==> src/rtl/cu_pkg.sv <==
// cu_pkg: shared definitions for control_unit_v2.
//   - 5-bit opcode constants decoded from the top of IR
//   - state_t: 7-bit micro-step encoding (S_RST = 0), also driven on the debug port
//   - strobes_t: bundle of every datapath strobe, in the same order as the
//     top-level strobe ports so it can be unpacked with one concatenation
package cu_pkg;

    localparam logic [4:0] OP_LD   = 5'b00000;
    localparam logic [4:0] OP_LDI  = 5'b00001;
    localparam logic [4:0] OP_ST   = 5'b00010;
    localparam logic [4:0] OP_ADD  = 5'b00011;
    localparam logic [4:0] OP_SUB  = 5'b00100;
    localparam logic [4:0] OP_SHR  = 5'b00101;
    localparam logic [4:0] OP_SHRA = 5'b00110;
    localparam logic [4:0] OP_SHL  = 5'b00111;
    localparam logic [4:0] OP_ROR  = 5'b01000;
    localparam logic [4:0] OP_ROL  = 5'b01001;
    localparam logic [4:0] OP_AND  = 5'b01010;
    localparam logic [4:0] OP_OR   = 5'b01011;
    localparam logic [4:0] OP_ADDI = 5'b01100;
    localparam logic [4:0] OP_ANDI = 5'b01101;
    localparam logic [4:0] OP_ORI  = 5'b01110;
    localparam logic [4:0] OP_MUL  = 5'b01111;
    localparam logic [4:0] OP_DIV  = 5'b10000;
    localparam logic [4:0] OP_NEG  = 5'b10001;
    localparam logic [4:0] OP_NOT  = 5'b10010;
    localparam logic [4:0] OP_BR   = 5'b10011;
    localparam logic [4:0] OP_JR   = 5'b10100;
    localparam logic [4:0] OP_JAL  = 5'b10101;
    localparam logic [4:0] OP_IN   = 5'b10110;
    localparam logic [4:0] OP_OUT  = 5'b10111;
    localparam logic [4:0] OP_MFHI = 5'b11000;
    localparam logic [4:0] OP_MFLO = 5'b11001;
    localparam logic [4:0] OP_NOP  = 5'b11010;
    localparam logic [4:0] OP_HALT = 5'b11011;

    typedef enum logic [6:0] {
        S_RST = 7'd0,
        S_F0, S_F1, S_F1W, S_F2, S_DEC,
        S_A3, S_A4, S_A5,
        S_I3, S_I4, S_I5,
        S_M3, S_M4, S_M5, S_M6,
        S_U3, S_U4,
        S_L3, S_L4, S_L5, S_L6W, S_L7, S_LI5,
        S_S6, S_S7W,
        S_B3, S_B4, S_B5, S_B6,
        S_JR3, S_J3, S_J4,
        S_IN3, S_OUT3, S_MH3, S_ML3, S_NOP3,
        S_HALT, S_FAULT
    } state_t;

    typedef struct packed {
        logic PCout;
        logic Zhighout;
        logic Zlowout;
        logic MDRout;
        logic MARin;
        logic PCin;
        logic MDRin;
        logic IRin;
        logic Yin;
        logic IncPC;
        logic Read;
        logic HIin;
        logic LOin;
        logic HIout;
        logic LOout;
        logic Zin;
        logic Cout;
        logic Write;
        logic Gra;
        logic Grb;
        logic Grc;
        logic Rin;
        logic Rout;
        logic BAout;
        logic CONin;
        logic InPortin;
        logic OutPortin;
        logic InPortout;
    } strobes_t;

endpackage

==> src/rtl/control_unit_v2.sv <==
// control_unit_v2: multi-cycle control sequencer. Decodes IR's opcode and
// steps through one micro-state per clock, driving datapath strobes as Moore
// outputs (function of the present state only).
// Ports:
//   clock, clear            rising-edge clock, synchronous active-high reset
//   IR[IR_W-1:0]            current instruction, opcode = IR[IR_W-1 -: 5]
//   stop                    halt request, honoured at the next instruction end
//   con_ff                  branch condition, sampled in B4
//   mem_ready               memory handshake (see below)
//   PCout .. InPortout      datapath strobes
//   Run, fault              running flag / sticky fault flag
//   state[6:0]              present state, for debug
// Memory handshake: a wait state (F1W, L6W, S7W) holds its Read/Write strobe
// and waits; a cycle with mem_ready=1 completes the transfer and the state
// advances at the following edge. After WAIT_LIMIT cycles without mem_ready
// the sequencer traps in FAULT. mem_ready outside wait states is ignored.
module control_unit_v2
    import cu_pkg::*;
#(
    parameter int IR_W       = 32,
    parameter int WAIT_LIMIT = 15
) (
    input  logic            clock,
    input  logic            clear,
    input  logic [IR_W-1:0] IR,
    input  logic            stop,
    input  logic            con_ff,
    input  logic            mem_ready,
    output logic            PCout, Zhighout, Zlowout, MDRout, MARin, PCin, MDRin,
    output logic            IRin, Yin, IncPC, Read, HIin, LOin, HIout, LOout,
    output logic            Zin, Cout, Write, Gra, Grb, Grc, Rin, Rout, BAout,
    output logic            CONin, InPortin, OutPortin, InPortout,
    output logic            Run,
    output logic            fault,
    output logic [6:0]      state
);

    localparam logic [7:0] LIMIT_M1 = 8'(WAIT_LIMIT - 1);

    state_t     cur, nxt, end_nxt;
    logic [7:0] wait_cnt;
    logic       stop_pend;
    logic       in_wait, timeout;
    logic [4:0] opcode;
    strobes_t   sb;
    logic       run_c, fault_c;
    logic       unused_ir;

    assign opcode    = IR[IR_W-1 -: 5];
    assign unused_ir = ^IR[IR_W-6:0];
    assign in_wait   = (cur == S_F1W) || (cur == S_L6W) || (cur == S_S7W);
    // This is the WAIT_LIMIT-th consecutive cycle without mem_ready.
    assign timeout   = !mem_ready && (wait_cnt >= LIMIT_M1);
    // Where every instruction goes once its last micro-step is done.
    assign end_nxt   = stop_pend ? S_HALT : S_F0;

    always_ff @(posedge clock) begin
        if (clear) begin
            cur       <= S_RST;
            wait_cnt  <= '0;
            stop_pend <= 1'b0;
        end else begin
            cur       <= nxt;
            stop_pend <= stop_pend | stop;
            // Wait states are never back to back, so the count is zero on entry.
            if (in_wait && !mem_ready) wait_cnt <= wait_cnt + 8'd1;
            else                       wait_cnt <= '0;
        end
    end

    always_comb begin
        nxt = cur;
        case (cur)
            S_RST:  nxt = S_F0;
            S_F0:   nxt = S_F1;
            S_F1:   nxt = S_F1W;
            S_F1W:  nxt = mem_ready ? S_F2 : (timeout ? S_FAULT : S_F1W);
            S_F2:   nxt = S_DEC;
            S_DEC: begin
                case (opcode)
                    OP_LD, OP_LDI, OP_ST:                    nxt = S_L3;
                    OP_ADD, OP_SUB, OP_SHR, OP_SHRA, OP_SHL,
                    OP_ROR, OP_ROL, OP_AND, OP_OR:           nxt = S_A3;
                    OP_ADDI, OP_ANDI, OP_ORI:                nxt = S_I3;
                    OP_MUL, OP_DIV:                          nxt = S_M3;
                    OP_NEG, OP_NOT:                          nxt = S_U3;
                    OP_BR:                                   nxt = S_B3;
                    OP_JR:                                   nxt = S_JR3;
                    OP_JAL:                                  nxt = S_J3;
                    OP_IN:                                   nxt = S_IN3;
                    OP_OUT:                                  nxt = S_OUT3;
                    OP_MFHI:                                 nxt = S_MH3;
                    OP_MFLO:                                 nxt = S_ML3;
                    OP_NOP:                                  nxt = S_NOP3;
                    OP_HALT:                                 nxt = S_HALT;
                    default:                                 nxt = S_FAULT;
                endcase
            end
            S_A3:   nxt = S_A4;
            S_A4:   nxt = S_A5;
            S_I3:   nxt = S_I4;
            S_I4:   nxt = S_I5;
            S_M3:   nxt = S_M4;
            S_M4:   nxt = S_M5;
            S_M5:   nxt = S_M6;
            S_U3:   nxt = S_U4;
            S_L3:   nxt = S_L4;
            // ld/ldi/st share L3-L4; they split by opcode from here on.
            S_L4:   nxt = (opcode == OP_LDI) ? S_LI5 : S_L5;
            S_L5:   nxt = (opcode == OP_ST) ? S_S6 : S_L6W;
            S_L6W:  nxt = mem_ready ? S_L7 : (timeout ? S_FAULT : S_L6W);
            S_S6:   nxt = S_S7W;
            S_S7W:  nxt = mem_ready ? end_nxt : (timeout ? S_FAULT : S_S7W);
            S_B3:   nxt = S_B4;
            // Not-taken branches skip the target computation entirely.
            S_B4:   nxt = con_ff ? S_B5 : end_nxt;
            S_B5:   nxt = S_B6;
            S_J3:   nxt = S_J4;
            S_A5, S_I5, S_M6, S_U4, S_L7, S_LI5, S_B6, S_JR3, S_J4,
            S_IN3, S_OUT3, S_MH3, S_ML3, S_NOP3:
                    nxt = end_nxt;
            S_HALT:  nxt = S_HALT;
            S_FAULT: nxt = S_FAULT;
            default: nxt = S_FAULT;
        endcase
    end

    always_comb begin
        sb      = '0;
        run_c   = 1'b1;
        fault_c = 1'b0;
        case (cur)
            S_F0:   begin sb.PCout = 1'b1; sb.MARin = 1'b1; sb.IncPC = 1'b1; sb.Zin = 1'b1; end
            S_F1:   begin sb.Zlowout = 1'b1; sb.PCin = 1'b1; end
            S_F1W:  begin sb.Read = 1'b1; sb.MDRin = 1'b1; end
            S_F2:   begin sb.MDRout = 1'b1; sb.IRin = 1'b1; end
            S_A3, S_I3: begin sb.Grb = 1'b1; sb.Rout = 1'b1; sb.Yin = 1'b1; end
            S_A4:   begin sb.Grc = 1'b1; sb.Rout = 1'b1; sb.Zin = 1'b1; end
            S_A5, S_I5, S_U4, S_LI5:
                    begin sb.Gra = 1'b1; sb.Rin = 1'b1; sb.Zlowout = 1'b1; end
            S_I4, S_L4, S_B5: begin sb.Cout = 1'b1; sb.Zin = 1'b1; end
            S_M3:   begin sb.Gra = 1'b1; sb.Rout = 1'b1; sb.Yin = 1'b1; end
            S_M4, S_U3: begin sb.Grb = 1'b1; sb.Rout = 1'b1; sb.Zin = 1'b1; end
            S_M5:   begin sb.LOin = 1'b1; sb.Zlowout = 1'b1; end
            S_M6:   begin sb.HIin = 1'b1; sb.Zhighout = 1'b1; end
            S_L3:   begin sb.Grb = 1'b1; sb.BAout = 1'b1; sb.Yin = 1'b1; end
            S_L5:   begin sb.MARin = 1'b1; sb.Zlowout = 1'b1; end
            S_L6W:  begin sb.Read = 1'b1; sb.MDRin = 1'b1; end
            S_L7:   begin sb.MDRout = 1'b1; sb.Gra = 1'b1; sb.Rin = 1'b1; end
            S_S6:   begin sb.Gra = 1'b1; sb.Rout = 1'b1; sb.MDRin = 1'b1; end
            S_S7W:  sb.Write = 1'b1;
            S_B3:   begin sb.Gra = 1'b1; sb.Rout = 1'b1; sb.CONin = 1'b1; end
            S_B4:   begin sb.PCout = 1'b1; sb.Yin = 1'b1; end
            S_B6:   begin sb.PCin = 1'b1; sb.Zlowout = 1'b1; end
            S_JR3, S_J4: begin sb.Gra = 1'b1; sb.Rout = 1'b1; sb.PCin = 1'b1; end
            S_J3:   begin sb.Grb = 1'b1; sb.Rin = 1'b1; sb.PCout = 1'b1; end
            S_IN3:  begin sb.Gra = 1'b1; sb.Rin = 1'b1; sb.InPortout = 1'b1; end
            S_OUT3: begin sb.Gra = 1'b1; sb.Rout = 1'b1; sb.OutPortin = 1'b1; end
            S_MH3:  begin sb.Gra = 1'b1; sb.Rin = 1'b1; sb.HIout = 1'b1; end
            S_ML3:  begin sb.Gra = 1'b1; sb.Rin = 1'b1; sb.LOout = 1'b1; end
            S_HALT: run_c = 1'b0;
            S_FAULT: begin run_c = 1'b0; fault_c = 1'b1; end
            default: ;
        endcase
    end

    assign {PCout, Zhighout, Zlowout, MDRout, MARin, PCin, MDRin, IRin, Yin,
            IncPC, Read, HIin, LOin, HIout, LOout, Zin, Cout, Write, Gra, Grb,
            Grc, Rin, Rout, BAout, CONin, InPortin, OutPortin, InPortout} = sb;
    assign Run   = run_c;
    assign fault = fault_c;
    assign state = cur;

endmodule

==> config.mk <==
export PLATFORM = sky130hd
export DESIGN_NAME = control_unit_v2
export DESIGN_NICKNAME = d
export VERILOG_FILES = /design/src/rtl/cu_pkg.sv /design/src/rtl/control_unit_v2.sv
export SDC_FILE = /design/constraint.sdc
export NUM_CORES = 1
export LEC_CHECK = 0
export BUFFER_PORTS_ARGS = -buffer_cell sky130_fd_sc_hd__buf_2
export CORE_MARGIN = 8
export CORE_UTILIZATION = 30
export DETAILED_ROUTE_END_ITERATION = 10
export HOLD_SLACK_MARGIN = 0.03
export PLACE_DENSITY = 0.59
export REMOVE_ABC_BUFFERS = 1
export SLEW_MARGIN = 40
export SYNTH_ARGS = -nofsm -noshare
export SYNTH_HDL_FRONTEND = slang
export SYNTH_SLANG_ARGS = --single-unit
export TNS_END_PERCENT = 100
==> constraint.sdc <==
create_clock -name clock -period 2.1 [get_ports clock]
set_input_delay 0.315 -clock clock [delete_from_list [all_inputs] [get_ports clock]]
set_output_delay 0.315 -clock clock [all_outputs]
set_load 0.02 [all_outputs]
==> results.sh, run 1 <==
export IMPL_status="finished, final reports clean"
export IMPL_synth_area_leaders="dfxtp_1 (15%), nor2_1 (7.4%), nand2_1 (5.5%)"
export IMPL_multi_input_area_mm2=0.00155
export IMPL_critical_path_class="reg2out"
export IMPL_yosysWarnings=0
export IMPL_hold_viol_final=0
export IMPL_fp_dieW_um=97.0
export IMPL_vias=2448
export IMPL_drive_gt1_share_pct=27.6
export IMPL_grt_pass1_wl_mm=11.9
export IMPL_clock_skew_ns=0.00268
export IMPL_finalSetupViolCount=0
export IMPL_cts_tree="built"
export IMPL_cap_violations=0
export IMPL_place_congestion=0.921
export IMPL_rows=29
export IMPL_synthMuxAreaShare_pct=0.509
export IMPL_drt_vias_per_instance=5.67
export IMPL_diodes=0
export IMPL_yosysTopAreaCell="dfxtp_1"
export IMPL_required_ns=1.78
export IMPL_post_cts_buffers=0
export IMPL_antenna_left=0
export IMPL_boundaryPins=74
export IMPL_dieArea_mm2=0.00941
export IMPL_ys_flop_type="dfxtp_1"
export IMPL_period_share_pct=99.9
export IMPL_drtPass1Iterations=4
export IMPL_cp_arrival_ns=1.78
export IMPL_synth_compound_area_share_pct=30.1
export IMPL_vdd_drop_max_mv=0.437
export IMPL_drv_slew=0
export IMPL_clk_path_buf_depth=2
export IMPL_yosysUniqueCellTypes=58
export IMPL_grtUsageTotal_pct=14.4
export IMPL_wl_per_cell_um=16.2
export IMPL_powerDensity_mw_per_mm2=981
export IMPL_clock_sinks=15
export IMPL_wl_mm=7.00
export IMPL_cts_root_buf="clkbuf_8"
export IMPL_synth_edf_count=0
export IMPL_synthXorXnorAreaFrac_pct=4.01
export IMPL_dp_cells=428
export IMPL_rsz0062_at_grt="true"
export IMPL_synth_seq_cells=15
export IMPL_grt_remaining_overflow=0
export IMPL_grt_max_degree=42
export IMPL_syn_avg_cell_area_um2=6.45
export IMPL_layoutNonFillerInstCount=432
export IMPL_area_growth_syn_to_layout_pct=28.1
export IMPL_syn_area_mm2=0.00197
export IMPL_initial_core_util_pct=31.0
export IMPL_synth_fa_ha_area_share_pct=3.81
export IMPL_cp_start_kind="register"
export IMPL_first_global_vias=2354
export IMPL_netlist_area_leader_share_pct=15.3
export IMPL_worstSetupEndpointType="output port"
export IMPL_fmax_ghz=0.477
export IMPL_port_buffer_count=44
export IMPL_synth_top_family_by_area="simple AND/OR/NAND/NOR gates"
export IMPL_antenna_found_initial=0
export IMPL_clk_latency_ns=0.25
export IMPL_yosysMostFrequentCell="nor2_1"
export IMPL_tightestPinTransition_ns=0.561
export IMPL_die_height_um=97.0
export IMPL_synthTopCellsByCount="nor2_1 (39), nand2_1 (29), a21oi_1 (20), clkbuf_1 (17), o21ai_0 (17)"
export IMPL_htree_levels=1
export IMPL_cts_made_buffers=3
export IMPL_synth_seq_area_share_pct=15.3
export IMPL_fin_nets=399
export IMPL_slew_headroom_pct=62.4
export IMPL_first_iter_violations=256
export IMPL_cp_max_fo=5
export IMPL_synthArstFlopShare_pct=0
export IMPL_p_leak_nw=1.04
export IMPL_synth_simple_gate_area_share_pct=37.3
export IMPL_drc=0
export IMPL_holdWs_ns=0.264
export IMPL_coreArea_mm2=0.00635
export IMPL_regArea_um2=312
export IMPL_hpwl_mm=5.32
export IMPL_min_path_type="in2reg"
export IMPL_path_clk_slew_ns=0.06
export IMPL_fill_cells=659
export IMPL_netlist_instances=305
export IMPL_period_minus_slack_ns=2.10
==> layer usage <==
layer / wire length (um) / global-route usage, % / share of wire [%]
met1: 3250 / 19.4 / 46
met2: 3130 / 22.2 / 45
met3: 490 / 2.20 / 7.0
met4: 140 / 5.56 / 2.0
met5: 0 / 0 / 0
==> state kept, by name (all words and copies together) (netlist names) <==
name	cells
state	6
stop_pend	1
wait_cnt	8
==> worst max-delay path: stages, from the launching register on <==
cell	delay, ns
dfxtp_4	0.36
buf_6	0.13
nand2b_4	0.13
or3_4	0.33
o22a_1	0.24
o32ai_2	0.15
buf_4	0.19
==> per-stage QoR <==
stage	setup TNS (ns)	setup WS (ns)	utilization [%]	instance area [um2]	power, W
after floorplan	-3.70	-0.760	-	1840	0.00147
after global placement	0	0.145	37.8	2400	0.00214
after detailed placement	0	0.180	37.8	2400	0.00213
after CTS	0	0.0155	38.9	2470	0.00240
after global routing	-0.122	-0.0355	39.7	2520	0.00266
final	0	0.00188	39.7	2520	0.00247
==> area by class of cell <==
type                            instances  share of cell area [%]
Inverter                               10                    1.49
Clock inverter                          1                   0.199
Clock buffer                            3                    1.64
Sequential cell                        15                    12.4
Multi-Input combinational cell        251                    61.3
Tap cell                               77                    3.82
Timing Repair Buffer                   75                    19.2
==> where the power goes <==
| group | leakage [nW] | internal, W | switching (W) |
|---|---|---|---|
| registers | 0.124 | 0.000331 | 0.0000882 |
| clock network | 0.0255 | 0.000132 | 0.000108 |
| logic | 0.891 | 0.000699 | 0.00111 |
==> path summary, 6_finish.rpt <==
kind	from	endpoint	slack (ns)	cells after the start
worst min-delay path	stop	stop_pend$_SDFF_PP0_	0.26	3
worst min register to register	wait_cnt[0]$_SDFF_PP0_	wait_cnt[0]$_SDFF_PP0_	0.48	1
worst max-delay path	state[4]$_SDFF_PP0_	PCin	0.002	6
worst max register to register	wait_cnt[6]$_SDFF_PP0_	state[4]$_SDFF_PP0_	0.17	5
==> timing repair <==
| item | 4_1_cts | 5_1_grt |
|---|---|---|
| resized for setup | 8 | 17 |
| pin swaps | 2 | 4 |
| hold buffers | 0 | 0 |
| endpoints found under the setup margin | 12 | 10 |
==> layout by cell type (no fill, tap or decap), types with 4 or more instances in the layout <==
cell type	n
a22oi_1	6
inv_1	10
buf_2	41
xor2_1	5
and2_1	5
a31oi_1	7
a21oi_1	20
nor2_1	36
dfxtp_1	10
o21ai_0	16
nor2b_1	7
ha_1	6
nand3_1	9
nor4_1	6
xnor2_1	4
or3_1	4
nor3_1	15
buf_4	30
nand2b_1	7
o22ai_1	7
nand2_1	28
a211oi_1	4
==> logic make-up after synthesis <==
kind of cell               count (synthesis)
AOI/OAI and AO/OA                         90
buffers and inverters                     40
other                                      1
adders and majority gates                  6
muxes                                      1
xor gates and xnor gates                   9
DFF                                       15
and+or+nand+nor                          143
Power figures use the tool's default switching activity.
==> run 2, diff against run 1 <==
SETUP_SLACK_MARGIN = 0.05   (was not set)
==> results.sh, run 2 (synthesis gave the netlist of run 1 again) <==
export IMPL_clock_skew_ns=0.00108
export IMPL_grt_max_degree=42
export IMPL_hold_buffers=0
export IMPL_place_congestion=0.921
export IMPL_coreArea_mm2=0.00635
export IMPL_p_clk_share_pct=9.2
export IMPL_slew_headroom_pct=62.4
export IMPL_first_global_vias=2356
export IMPL_clk_latency_ns=0.25
export IMPL_drtPass1Iterations=5
export IMPL_die_height_um=97.0
export IMPL_initial_core_util_pct=31.0
export IMPL_fmax_ghz=0.478
export IMPL_htree_levels=1
export IMPL_cts_root_buf="clkbuf_8"
export IMPL_path_clk_slew_ns=0.06
export IMPL_drc=0
export IMPL_cpPeakStageDelay_ns=0.36
export IMPL_powerDensity_mw_per_mm2=981
export IMPL_antenna_left=0
export IMPL_final_common_cell="buf_2"
export IMPL_rows=29
export IMPL_pwr_share_comb_pct=73.9
export IMPL_fp_dieW_um=97.0
export IMPL_hold_viol_final=0
export IMPL_cts_tree="built"
export IMPL_rsz0062_at_grt="true"
export IMPL_dieArea_mm2=0.00941
export IMPL_period_share_pct=99.6
export IMPL_dp_cells=428
export IMPL_wl_mm=7.23
export IMPL_clk_path_buf_depth=2
export IMPL_boundaryPins=74
export IMPL_diodes=0
export IMPL_clock_sinks=15
export IMPL_port_buffer_count=44
export IMPL_min_path_type="in2reg"
export IMPL_tightestPinTransition_ns=0.561
export IMPL_status="finished, final reports clean"
export IMPL_grt_pass1_wl_mm=12.0
export IMPL_p_sw_w=0.00136
export IMPL_finalSetupViolCount=0
export IMPL_cts_made_buffers=3
export IMPL_final_cell_mix="buf_2 (40), nor2_1 (35), buf_4 (32)"
export IMPL_p_leak_nw=1.08
export IMPL_cp_max_fo=5
export IMPL_wl_per_cell_um=16.6
export IMPL_p_seq_share_pct=16.9
export IMPL_crit_slowest_cell="dfxtp_4"
export IMPL_postLayoutCellArea_mm2=0.00262
export IMPL_cp_start_kind="register"
export IMPL_antenna_found_initial=0
export IMPL_intPower_w=0.00122
export IMPL_utilization_pct=41.3
export IMPL_grt_remaining_overflow=0
export IMPL_vdd_drop_max_mv=0.515
export IMPL_hpwl_mm=5.32
export IMPL_critical_path_class="reg2out"
export IMPL_layoutNonFillerInstCount=435
export IMPL_cp_arrival_ns=1.78
export IMPL_p_total_w=0.00257
export IMPL_largest_register="wait_cnt"
export IMPL_cp_cell_sequence="buf_6 -> nand2b_4 -> or3_4 -> o22a_1 -> o32ai_2 -> buf_4"
export IMPL_vias=2509
export IMPL_drv_slew=0
export IMPL_area_growth_syn_to_layout_pct=33.3
export IMPL_drive_gt1_share_pct=31.3
export IMPL_cap_violations=0
export IMPL_worstSetupEndpointType="output port"
export IMPL_first_iter_violations=264
export IMPL_period_minus_slack_ns=2.09
export IMPL_largest_reg_flops=8
export IMPL_fin_nets=402
export IMPL_post_dp_cell_area_mm2=0.00240
export IMPL_grtUsageTotal_pct=14.5
export IMPL_required_ns=1.78
export IMPL_swShare_pct=52.8
export IMPL_drt_vias_per_instance=5.77
-- run 2: cell count changes in the layout (fill, tap and decap cells not counted), sizes merged --
| cell | change |
|---|---|
| clkbuf | +1 |
| buf | +2 |
-- run 2: area by class of cell --
class                           instances  area, um2
Fill cell                             659       3730
Clock inverter                          1       5.00
Multi-Input combinational cell        251       1590
Tap cell                               77       96.3
Inverter                               10       37.5
Sequential cell                        15        315
Timing Repair Buffer                   78        538
Clock buffer                            3       41.3
-- run 2: metrics by stage --
| step | setup WS [ns] | hold WS, ns | setup TNS, ns |
|---|---|---|---|
| after floorplan | -0.760 | 0.384 | -3.70 |
| after global placement | 0.145 | 0.465 | 0 |
| after detailed placement | 0.180 | 0.469 | 0 |
| after CTS | 0.0140 | 0.267 | 0 |
| after global routing | -0.0328 | 0.289 | -0.0649 |
| final | 0.00874 | 0.264 | 0 |
-- run 2: routing by layer --
| layer | vias to the layer above | GRT usage, % | wire length, um | share of wire [%] |
|---|---|---|---|---|
| met3 | 10 | 2.06 | 559 | 7.7 |
| met5 | - | 0 | 0 | 0 |
| met1 | 1150 | 19.6 | 3300 | 46 |
| met2 | 125 | 22.7 | 3250 | 45 |
| met4 | 0 | 5.44 | 123 | 1.7 |
| li1 | 1224 | - | - | - |
-- run 2: what timing repair did --
action / in CTS / in global routing
endpoints found under the hold margin: 0 / 0
buffers inserted: 1 / 1
setup endpoints to repair: 15 / 17
resized for setup: 12 / 31
pin swaps: 2 / 8
cloned: 0 / 1
-- run 2: power groups by stage --
stage | registers (W) | clock network (W) | logic [W]
after floorplan | 0.000569 | 0 | 0.000901
after global placement | 0.000412 | 0 | 0.00173
after detailed placement | 0.000407 | 0 | 0.00172
after CTS | 0.000406 | 0.000240 | 0.00176
after global routing | 0.000443 | 0.000253 | 0.00206
final | 0.000435 | 0.000236 | 0.00190
-- run 2: path summary, 6_finish.rpt --
path	end	slack [ns]	start	cells after the start
hold / removal	stop_pend$_SDFF_PP0_	0.26	stop	3
setup reg to reg	state[1]$_SDFF_PP0_	0.14	state[4]$_SDFF_PP0_	9
setup / recovery	PCin	0.009	state[4]$_SDFF_PP0_	6
hold reg to reg	wait_cnt[0]$_SDFF_PP0_	0.49	wait_cnt[0]$_SDFF_PP0_	1
-- run 2: worst max-delay path, delay by kind of cell, from the launching register on --
kind                   cells  cell delay (ns)
AO/OA/AOI/OAI              2             0.39
buffers and inverters      2             0.32
flip-flops                 1             0.36
AND/OR/NAND/NOR            2             0.46
